File: config.mk
export PLATFORM = sky130hd
export DESIGN_NAME = ccff_loader
export DESIGN_NICKNAME = d
export VERILOG_FILES = /design/src/rtl/ccff_loader.sv
export SDC_FILE = /design/constraint.sdc
export NUM_CORES = 1
export LEC_CHECK = 0
export CORE_MARGIN = 2
export CORE_UTILIZATION = 30
export DETAILED_ROUTE_END_ITERATION = 10
export GPL_TIMING_DRIVEN = 0
export PLACE_DENSITY = 0.52
export SYNTH_ARGS = -nofsm -noshare
export SYNTH_HDL_FRONTEND = slang
export SYNTH_SLANG_ARGS = --single-unit
File: constraint.sdc
create_clock -name prog_clk -period 2.8 [get_ports prog_clk]
set_clock_uncertainty 0.15 [all_clocks]
set_input_delay 0.7 -clock prog_clk [delete_from_list [all_inputs] [get_ports prog_clk]]
set_output_delay 0.7 -clock prog_clk [all_outputs]
set_load 0.02 [all_outputs]
File: src/rtl/ccff_loader.sv
`timescale 1ns/1ps
`default_nettype none
// ============================================================================
// Module   : ccff_loader
// Function : Serializes host bitstream words MSB-first onto the tile
//            configuration chain (ccff_head / ccff_shift_en) for a programmed
//            chain length. Optional CRC-16-CCITT check under CCFF_CRC_EN.
// Revision : 1.0 - initial release
// ============================================================================
module ccff_loader #(
  parameter int WORD_W = 8,
  parameter int LEN_W  = 16
) (
  input  logic              prog_clk,
  input  logic              prog_reset,
  input  logic              start,
  input  logic [LEN_W-1:0]  chain_len,
  input  logic [15:0]       crc_expect,
  input  logic [WORD_W-1:0] data_in,
  input  logic              data_valid,
  output logic              data_ready,
  output logic              ccff_head,
  output logic              ccff_shift_en,
  output logic              busy,
  output logic              done,
  output logic              crc_err
);

  localparam logic [2:0] S_IDLE  = 3'd0;
  localparam logic [2:0] S_LOAD  = 3'd1;
  localparam logic [2:0] S_SHIFT = 3'd2;
  localparam logic [2:0] S_CHECK = 3'd3;
  localparam logic [2:0] S_DONE  = 3'd4;

  localparam int IDX_W = (WORD_W > 1) ? $clog2(WORD_W) : 1;
  localparam logic [IDX_W-1:0] C_LAST_IDX = IDX_W'(WORD_W - 1);

  logic [2:0]        r_state;
  logic [2:0]        w_state_nxt;
  logic [LEN_W-1:0]  r_len;
  logic [LEN_W-1:0]  r_cnt;
  logic [LEN_W-1:0]  w_cnt_inc;
  logic [WORD_W-1:0] r_hold;
  logic              r_hold_full;
  logic [WORD_W-1:0] r_sreg;
  logic [IDX_W-1:0]  r_bit_idx;
  logic              r_head;
  logic              r_shift_en;
  logic              r_busy;
  logic              r_done;

  logic w_start_acc;
  logic w_ready;
  logic w_accept;
  logic w_shift;
  logic w_last_bit;
  logic w_word_end;
  logic w_sreg_load;
  logic w_hold_drop;
  logic w_busy_nxt;

  assign w_cnt_inc  = r_cnt + LEN_W'(1);
  assign w_last_bit = (w_cnt_inc == r_len);
  assign w_word_end = (r_bit_idx == C_LAST_IDX);

  // ---------------------------------------------------------------- state reg
  always_ff @(posedge prog_clk or negedge prog_reset) begin
    if (!prog_reset) begin
      r_state <= S_IDLE;
    end else begin
      r_state <= w_state_nxt;
    end
  end

  // --------------------------------------------------------------- next state
  always_comb begin
    w_state_nxt = r_state;
    case (r_state)
      S_IDLE, S_DONE: begin
        if (start) begin
          w_state_nxt = (chain_len == '0) ? S_DONE : S_LOAD;
        end else if (r_state == S_DONE) begin
          w_state_nxt = S_IDLE;
        end
      end
      S_LOAD: begin
        if (r_hold_full) begin
          w_state_nxt = S_SHIFT;
        end
      end
      S_SHIFT: begin
        if (w_last_bit) begin
          w_state_nxt = S_CHECK;
        end else if (w_word_end && !r_hold_full) begin
          w_state_nxt = S_LOAD;
        end
      end
      S_CHECK: w_state_nxt = S_DONE;
      default: w_state_nxt = S_IDLE;
    endcase
  end

  // ---------------------------------------------------------- output decode
  always_comb begin
    w_start_acc = start && ((r_state == S_IDLE) || (r_state == S_DONE));
    w_ready     = ((r_state == S_LOAD) || (r_state == S_SHIFT)) && !r_hold_full;
    w_accept    = data_valid && w_ready;
    w_shift     = (r_state == S_SHIFT);
    // Reload straight from hold on the last bit of a word keeps the chain gapless.
    w_sreg_load = ((r_state == S_LOAD) && r_hold_full) ||
                  (w_shift && !w_last_bit && w_word_end && r_hold_full);
    w_hold_drop = (r_state == S_CHECK) || (r_state == S_DONE);
    w_busy_nxt  = r_busy;
    if (w_start_acc) begin
      w_busy_nxt = 1'b1;
    end else if (r_state == S_DONE) begin
      w_busy_nxt = 1'b0;
    end
  end

  // ----------------------------------------------------------------- datapath
  always_ff @(posedge prog_clk or negedge prog_reset) begin
    if (!prog_reset) begin
      r_len       <= '0;
      r_cnt       <= '0;
      r_hold      <= '0;
      r_hold_full <= 1'b0;
      r_sreg      <= '0;
      r_bit_idx   <= '0;
      r_head      <= 1'b0;
      r_shift_en  <= 1'b0;
      r_busy      <= 1'b0;
      r_done      <= 1'b0;
    end else begin
      if (w_start_acc) begin
        r_len <= chain_len;
      end

      if (w_start_acc) begin
        r_cnt <= '0;
      end else if (w_shift) begin
        r_cnt <= w_cnt_inc;
      end

      if (w_accept) begin
        r_hold      <= data_in;
        r_hold_full <= 1'b1;
      end else if (w_sreg_load || w_hold_drop) begin
        r_hold_full <= 1'b0;
      end

      if (w_sreg_load) begin
        r_sreg    <= r_hold;
        r_bit_idx <= '0;
      end else if (w_shift) begin
        r_sreg    <= {r_sreg[WORD_W-2:0], 1'b0};
        r_bit_idx <= r_bit_idx + IDX_W'(1);
      end

      if (w_shift) begin
        r_head <= r_sreg[WORD_W-1];
      end
      r_shift_en <= w_shift;
      r_busy     <= w_busy_nxt;
      r_done     <= (r_state == S_DONE);
    end
  end

`ifdef CCFF_CRC_EN
  logic [15:0] r_crc;
  logic [15:0] r_crc_exp;
  logic [15:0] w_crc_nxt;
  logic        w_crc_fb;
  logic        r_crc_err;

  // CRC-16-CCITT, MSB-first, one step per shifted chain bit.
  assign w_crc_fb  = r_crc[15] ^ r_sreg[WORD_W-1];
  assign w_crc_nxt = {r_crc[14:0], 1'b0} ^ (w_crc_fb ? 16'h1021 : 16'h0000);

  always_ff @(posedge prog_clk or negedge prog_reset) begin
    if (!prog_reset) begin
      r_crc     <= 16'hFFFF;
      r_crc_exp <= '0;
      r_crc_err <= 1'b0;
    end else begin
      if (w_start_acc) begin
        r_crc     <= 16'hFFFF;
        r_crc_exp <= crc_expect;
        r_crc_err <= 1'b0;
      end else begin
        if (w_shift) begin
          r_crc <= w_crc_nxt;
        end
        if (r_state == S_CHECK) begin
          r_crc_err <= (r_crc != r_crc_exp);
        end
      end
    end
  end

  assign crc_err = r_crc_err;
`else
  logic w_unused_crc;
  assign w_unused_crc = ^crc_expect;
  assign crc_err      = 1'b0;
`endif

  assign data_ready    = w_ready;
  assign ccff_head     = r_head;
  assign ccff_shift_en = r_shift_en;
  assign busy          = r_busy;
  assign done          = r_done;

endmodule
`default_nettype wire

==> report_table.html <==
<table>
<tr><th>Metric</th><th>Value</th></tr>
<tr><th colspan="2">Die</th></tr>
<tr><td>Die outline width</td><td>107.5 µm</td></tr>
<tr><td>Y dimension of the die</td><td>107.5 µm</td></tr>
<tr><td>Num ports</td><td>50</td></tr>
<tr><td>Area of the die</td><td>0.01155 mm²</td></tr>
<tr><td>Standard-cell row count</td><td>37</td></tr>
<tr><td>Initial Utilization</td><td>30.96%</td></tr>
<tr><td>Core box area</td><td>0.01037 mm²</td></tr>
<tr><th colspan="2">Routing</th></tr>
<tr><td>Routed WL per cell</td><td>15.05 µm</td></tr>
<tr><td>Number of remaining DRC errors</td><td>0</td></tr>
<tr><td>1st-iter DRT viols</td><td>127</td></tr>
<tr><td>First drt pass iteration count</td><td>4</td></tr>
<tr><td>Final wirelength</td><td>8.295 mm</td></tr>
<tr><td>Post-detailed-route via-to-cell ratio</td><td>5.018</td></tr>
<tr><td>Routed Antenna Nets</td><td>0</td></tr>
<tr><td>Routed via count</td><td>2,765</td></tr>
<tr><th colspan="2">Setup path</th></tr>
<tr><td>Cell count of the worst reg-to-reg path</td><td>9</td></tr>
<tr><td>Category of the most critical setup path</td><td>flop to flop</td></tr>
<tr><td>Reg2reg end</td><td>r_sreg[7]</td></tr>
<tr><td>Critical Path Sink Type</td><td>flop</td></tr>
<tr><td>Critical Path Stages</td><td>9</td></tr>
<tr><td>Setup crit start</td><td>r_cnt[5]</td></tr>
<tr><td>Worst EP arrival</td><td>2940 ps</td></tr>
<tr><td>Endpoint of the most critical setup path</td><td>r_sreg[7]</td></tr>
<tr><td>Master of the slowest instance on the critical path</td><td>sky130_fd_sc_hd__dfrtp_1</td></tr>
<tr><td>Reg2reg start</td><td>r_cnt[5]</td></tr>
<tr><td>Worst path bufs/invs</td><td>2</td></tr>
<tr><td>R2R setup slack</td><td>-70 ps</td></tr>
<tr><td>Stage delay of the slowest cell on the critical path</td><td>390 ps</td></tr>
<tr><td>Critical path's top delay family</td><td>compound AO/OA/AOI/OAI gates</td></tr>
<tr><td>Startpoint kind of the worst setup timing path</td><td>flop</td></tr>
<tr><td>Worst-path cell chain</td><td>buf_2 -&gt; xor2_2 -&gt; nor3b_2 -&gt; o22ai_2 -&gt; nor4b_4 -&gt; o2111ai_2 -&gt; a41oi_4 -&gt; buf_12 -&gt; mux2_4</td></tr>
<tr><td>Maximum fanout along the worst path</td><td>10</td></tr>
<tr><td>WP data required</td><td>2860 ps</td></tr>
<tr><th colspan="2">Layout</th></tr>
<tr><td>Antenna diode instance count</td><td>0</td></tr>
<tr><td>Area of combinational cells with multiple inputs</td><td>0.001800 mm²</td></tr>
<tr><td>Layout Area Growth over Synthesis</td><td>33.28%</td></tr>
<tr><td>Sequential standard cell area</td><td>0.001480 mm²</td></tr>
<tr><td>Commonest cells after routing, fill and taps aside</td><td>91 x sky130_fd_sc_hd__nand2_1, 56 x sky130_fd_sc_hd__dfrtp_1, 30 x sky130_fd_sc_hd__clkdlybuf4s50_1</td></tr>
<tr><td>Fraction of the core area covered by cells at the end of the flow</td><td>41.26%</td></tr>
<tr><td>Most common cell after layout, fill and taps aside</td><td>sky130_fd_sc_hd__nand2_1</td></tr>
<tr><td>Final net count</td><td>459</td></tr>
<tr><td>Final design area excluding fillers</td><td>0.004279 mm²</td></tr>
<tr><td>Layout fillers</td><td>1,036</td></tr>
<tr><td>Layout cell share with drive strength beyond 1</td><td>22.65%</td></tr>
<tr><td>Filler-free cell count of the finished design</td><td>551</td></tr>
<tr><th colspan="2">Timing</th></tr>
<tr><td>PnR worst setup slack</td><td>-74.26 ps</td></tr>
<tr><td>Crit path time final</td><td>2874 ps</td></tr>
<tr><td>RSZ-0062 raised after global routing</td><td>yes</td></tr>
<tr><td>Crit share post-route</td><td>102.7%</td></tr>
<tr><td>Slew Limit Fails</td><td>0</td></tr>
<tr><td>Maximum clock rate</td><td>347.9 MHz</td></tr>
<tr><td>Slew at the pin with the worst max-slew slack</td><td>522.8 ps</td></tr>
<tr><td>Worst hold-check slack</td><td>181.0 ps</td></tr>
<tr><td>Final number of hold-violating endpoints</td><td>0</td></tr>
<tr><td>Setup violators final</td><td>7</td></tr>
<tr><td>Setup Total Neg Slack</td><td>-447.9 ps</td></tr>
<tr><td>Max transition margin</td><td>65.15%</td></tr>
<tr><th colspan="2">GRT</th></tr>
<tr><td>Number of antenna violations at the first check in global routing</td><td>0</td></tr>
<tr><td>Total overflow reported by the global router</td><td>0</td></tr>
<tr><td>Vias in the first global route</td><td>2,881</td></tr>
<tr><td>Total Routing Usage GR</td><td>15.59%</td></tr>
<tr><td>Largest net degree at the start of global routing</td><td>40</td></tr>
<tr><td>First-pass GRT wire length</td><td>14.17 mm</td></tr>
<tr><th colspan="2">Worst hold path</th></tr>
<tr><td>Class of the most critical hold timing path</td><td>input port to async pin</td></tr>
<tr><th colspan="2">CTS</th></tr>
<tr><td>CTS H-tree lvls</td><td>3</td></tr>
<tr><td>Buffers from clock root to sink, at most</td><td>2</td></tr>
<tr><td>Clock net sink count</td><td>59</td></tr>
<tr><td>TritonCTS clock tree</td><td>done</td></tr>
<tr><td>Clock root cell</td><td>sky130_fd_sc_hd__clkbuf_8</td></tr>
<tr><td>Hold buffer count at cts</td><td>0</td></tr>
<tr><td>Clock buffers created by TritonCTS</td><td>9</td></tr>
<tr><td>Clock transition at the register clock pins on the worst setup and hold paths after CTS</td><td>70 ps</td></tr>
<tr><td>Clock latency of the later-clocked register in the worst-skew pair</td><td>340 ps</td></tr>
<tr><th colspan="2">Yosys</th></tr>
<tr><td>Unique masters post-synth</td><td>47</td></tr>
<tr><td>Yosys Warn Count</td><td>0</td></tr>
<tr><td>Synth Flop Type</td><td>sky130_fd_sc_hd__dfrtp_1</td></tr>
<tr><td>EDFF count, synth</td><td>0</td></tr>
<tr><td>Sequential area share after synthesis</td><td>45.99%</td></tr>
<tr><td>Share of flip-flops with an asynchronous set or reset</td><td>100.0%</td></tr>
<tr><td>Number of instances in the synthesized netlist</td><td>355</td></tr>
<tr><td>Net count after synthesis</td><td>402</td></tr>
<tr><td>Netlist area before placement</td><td>0.003211 mm²</td></tr>
<tr><td>Average footprint of a synthesized cell</td><td>9.044 µm²</td></tr>
<tr><td>Yosys reg bits</td><td>59</td></tr>
<tr><th colspan="2">Placed design</th></tr>
<tr><td>Final HPWL from detailed placement</td><td>5.531 mm</td></tr>
<tr><td>Number of placed instances, taps included</td><td>524</td></tr>
<tr><td>Post-Place Setup Slack</td><td>-466.5 ps</td></tr>
<tr><td>Port bufs</td><td>32</td></tr>
<tr><td>Placed Instance Area</td><td>0.003724 mm²</td></tr>
<tr><td>Routability congestion estimate from global placement</td><td>0.8441</td></tr>
<tr><th colspan="2">Outcome</th></tr>
<tr><td>Violations in the final reports</td><td>setup timing</td></tr>
<tr><td>Result of the run</td><td>finished with violations</td></tr>
<tr><th colspan="2">Pwr</th></tr>
<tr><td>Overall Power</td><td>3.711 mW</td></tr>
<tr><td>Maximum resistive drop on vdd</td><td>0.4468 mV</td></tr>
<tr><td>Leakage power</td><td>1.930 nW</td></tr>
<tr><td>Power density relative to cell area</td><td>867.3 mW/mm²</td></tr>
<tr><th colspan="2">Run</th></tr>
<tr><td>Maxcap violations</td><td>0</td></tr>
</table>
==> per-layer routing <==
metal | up-vias | share of wire [%] | GRT usage, %
met5 | - | 0 | 0
met4 | 0 | 1.7 | 6.410
met3 | 11 | 4.7 | 3.692
met2 | 72 | 46 | 24.32
met1 | 1343 | 48 | 20.78
li1 | 1339 | - | -
==> report_power, final <==
group | internal (mW) | leakage [nW] | total (mW) | switching, mW
registers | 1.15 | 0.751 | 1.39 | 0.231
clock network | 0.473 | 0.104 | 0.815 | 0.342
logic | 0.752 | 1.07 | 1.51 | 0.760
total | 2.38 | 1.93 | 3.71 | 1.33
==> cell type report <==
| cell class | instances | area share [%] |
|---|---|---|
| Clock buffer | 12 | 3.860 |
| Sequential cell | 59 | 34.59 |
| Multi-Input combinational cell | 265 | 42.08 |
| Inverter | 7 | 0.6140 |
| Timing Repair Buffer | 51 | 11.61 |
| Clock inverter | 2 | 0.8187 |
| Tap cell | 136 | 3.977 |
| Buffer | 19 | 2.456 |
==> cell usage after synthesis, types with 2 or more instances <==
library cell,number,area [µm²]
sky130_fd_sc_hd__o2111ai_1,2,17.52
sky130_fd_sc_hd__nand2_1,92,345.3
sky130_fd_sc_hd__nor3_1,5,25.02
sky130_fd_sc_hd__a22o_1,3,26.28
sky130_fd_sc_hd__nor4_1,7,43.79
sky130_fd_sc_hd__or3_1,2,12.51
sky130_fd_sc_hd__xnor2_1,18,157.7
sky130_fd_sc_hd__buf_1,2,7.510
sky130_fd_sc_hd__o21ai_0,29,145.1
sky130_fd_sc_hd__xor2_1,7,61.31
sky130_fd_sc_hd__dfrtp_1,59,1476
sky130_fd_sc_hd__a31oi_1,7,43.79
sky130_fd_sc_hd__and3_1,3,18.77
sky130_fd_sc_hd__mux2_2,17,191.4
sky130_fd_sc_hd__nand3_1,5,25.02
sky130_fd_sc_hd__nand4_1,8,50.05
sky130_fd_sc_hd__nor3b_1,2,15.01
sky130_fd_sc_hd__buf_2,7,35.03
sky130_fd_sc_hd__inv_1,7,26.28
sky130_fd_sc_hd__ha_1,3,37.54
sky130_fd_sc_hd__a21o_1,3,22.52
sky130_fd_sc_hd__a21oi_1,4,20.02
sky130_fd_sc_hd__o31ai_1,5,37.54
sky130_fd_sc_hd__clkbuf_1,14,52.55
sky130_fd_sc_hd__a22oi_1,2,15.01
sky130_fd_sc_hd__o41ai_1,2,17.52
sky130_fd_sc_hd__and2_1,2,12.51
sky130_fd_sc_hd__nor2_1,19,71.32
==> worst min-delay path by stage <==
stage,slack (ps),cells past startpoint,start,end
floorplan,250,0,prog_reset,busy
global placement,300,2,r_sreg[7],ccff_head
detailed placement,300,2,r_sreg[7],ccff_head
CTS,190,1,prog_reset,r_len[3]
global route,200,1,prog_reset,r_len[3]
finish,180,1,prog_reset,r_cnt[5]
==> cells by family after synthesis <==
group,share of synthesized area [%]
buf+inv,4.014
flops,45.99
other cells,0.1168
simple gates,22.53
mux,5.962
fa+ha+maj,1.169
compound gates,13.41
xor+xnor,6.820
==> registers in the layout (all words and copies together), names as in the netlist, 3 cells and up <==
register	count
r_state	3
r_sreg	8
r_bit_idx	3
r_hold	8
r_len	16
r_cnt	16
==> what timing repair did <==
item                                    in CTS  in global routing
endpoints found under the setup margin      18                 25
pin swaps                                    9                  8
hold endpoints to repair                     0                  0
setup buffers                               16                  2
gates resized for setup                     33                 29
==> worst reg2reg max path: stages (launching register included) <==
cell and delay, ps:
sky130_fd_sc_hd__dfrtp_1 390, sky130_fd_sc_hd__buf_2 280, sky130_fd_sc_hd__xor2_2 270, sky130_fd_sc_hd__nor3b_2 250
sky130_fd_sc_hd__o22ai_2 120, sky130_fd_sc_hd__nor4b_4 300, sky130_fd_sc_hd__o2111ai_2 230, sky130_fd_sc_hd__a41oi_4 290
sky130_fd_sc_hd__buf_12 160, sky130_fd_sc_hd__mux2_4 300
No activity file was read; power rests on OpenSTA's default activity.
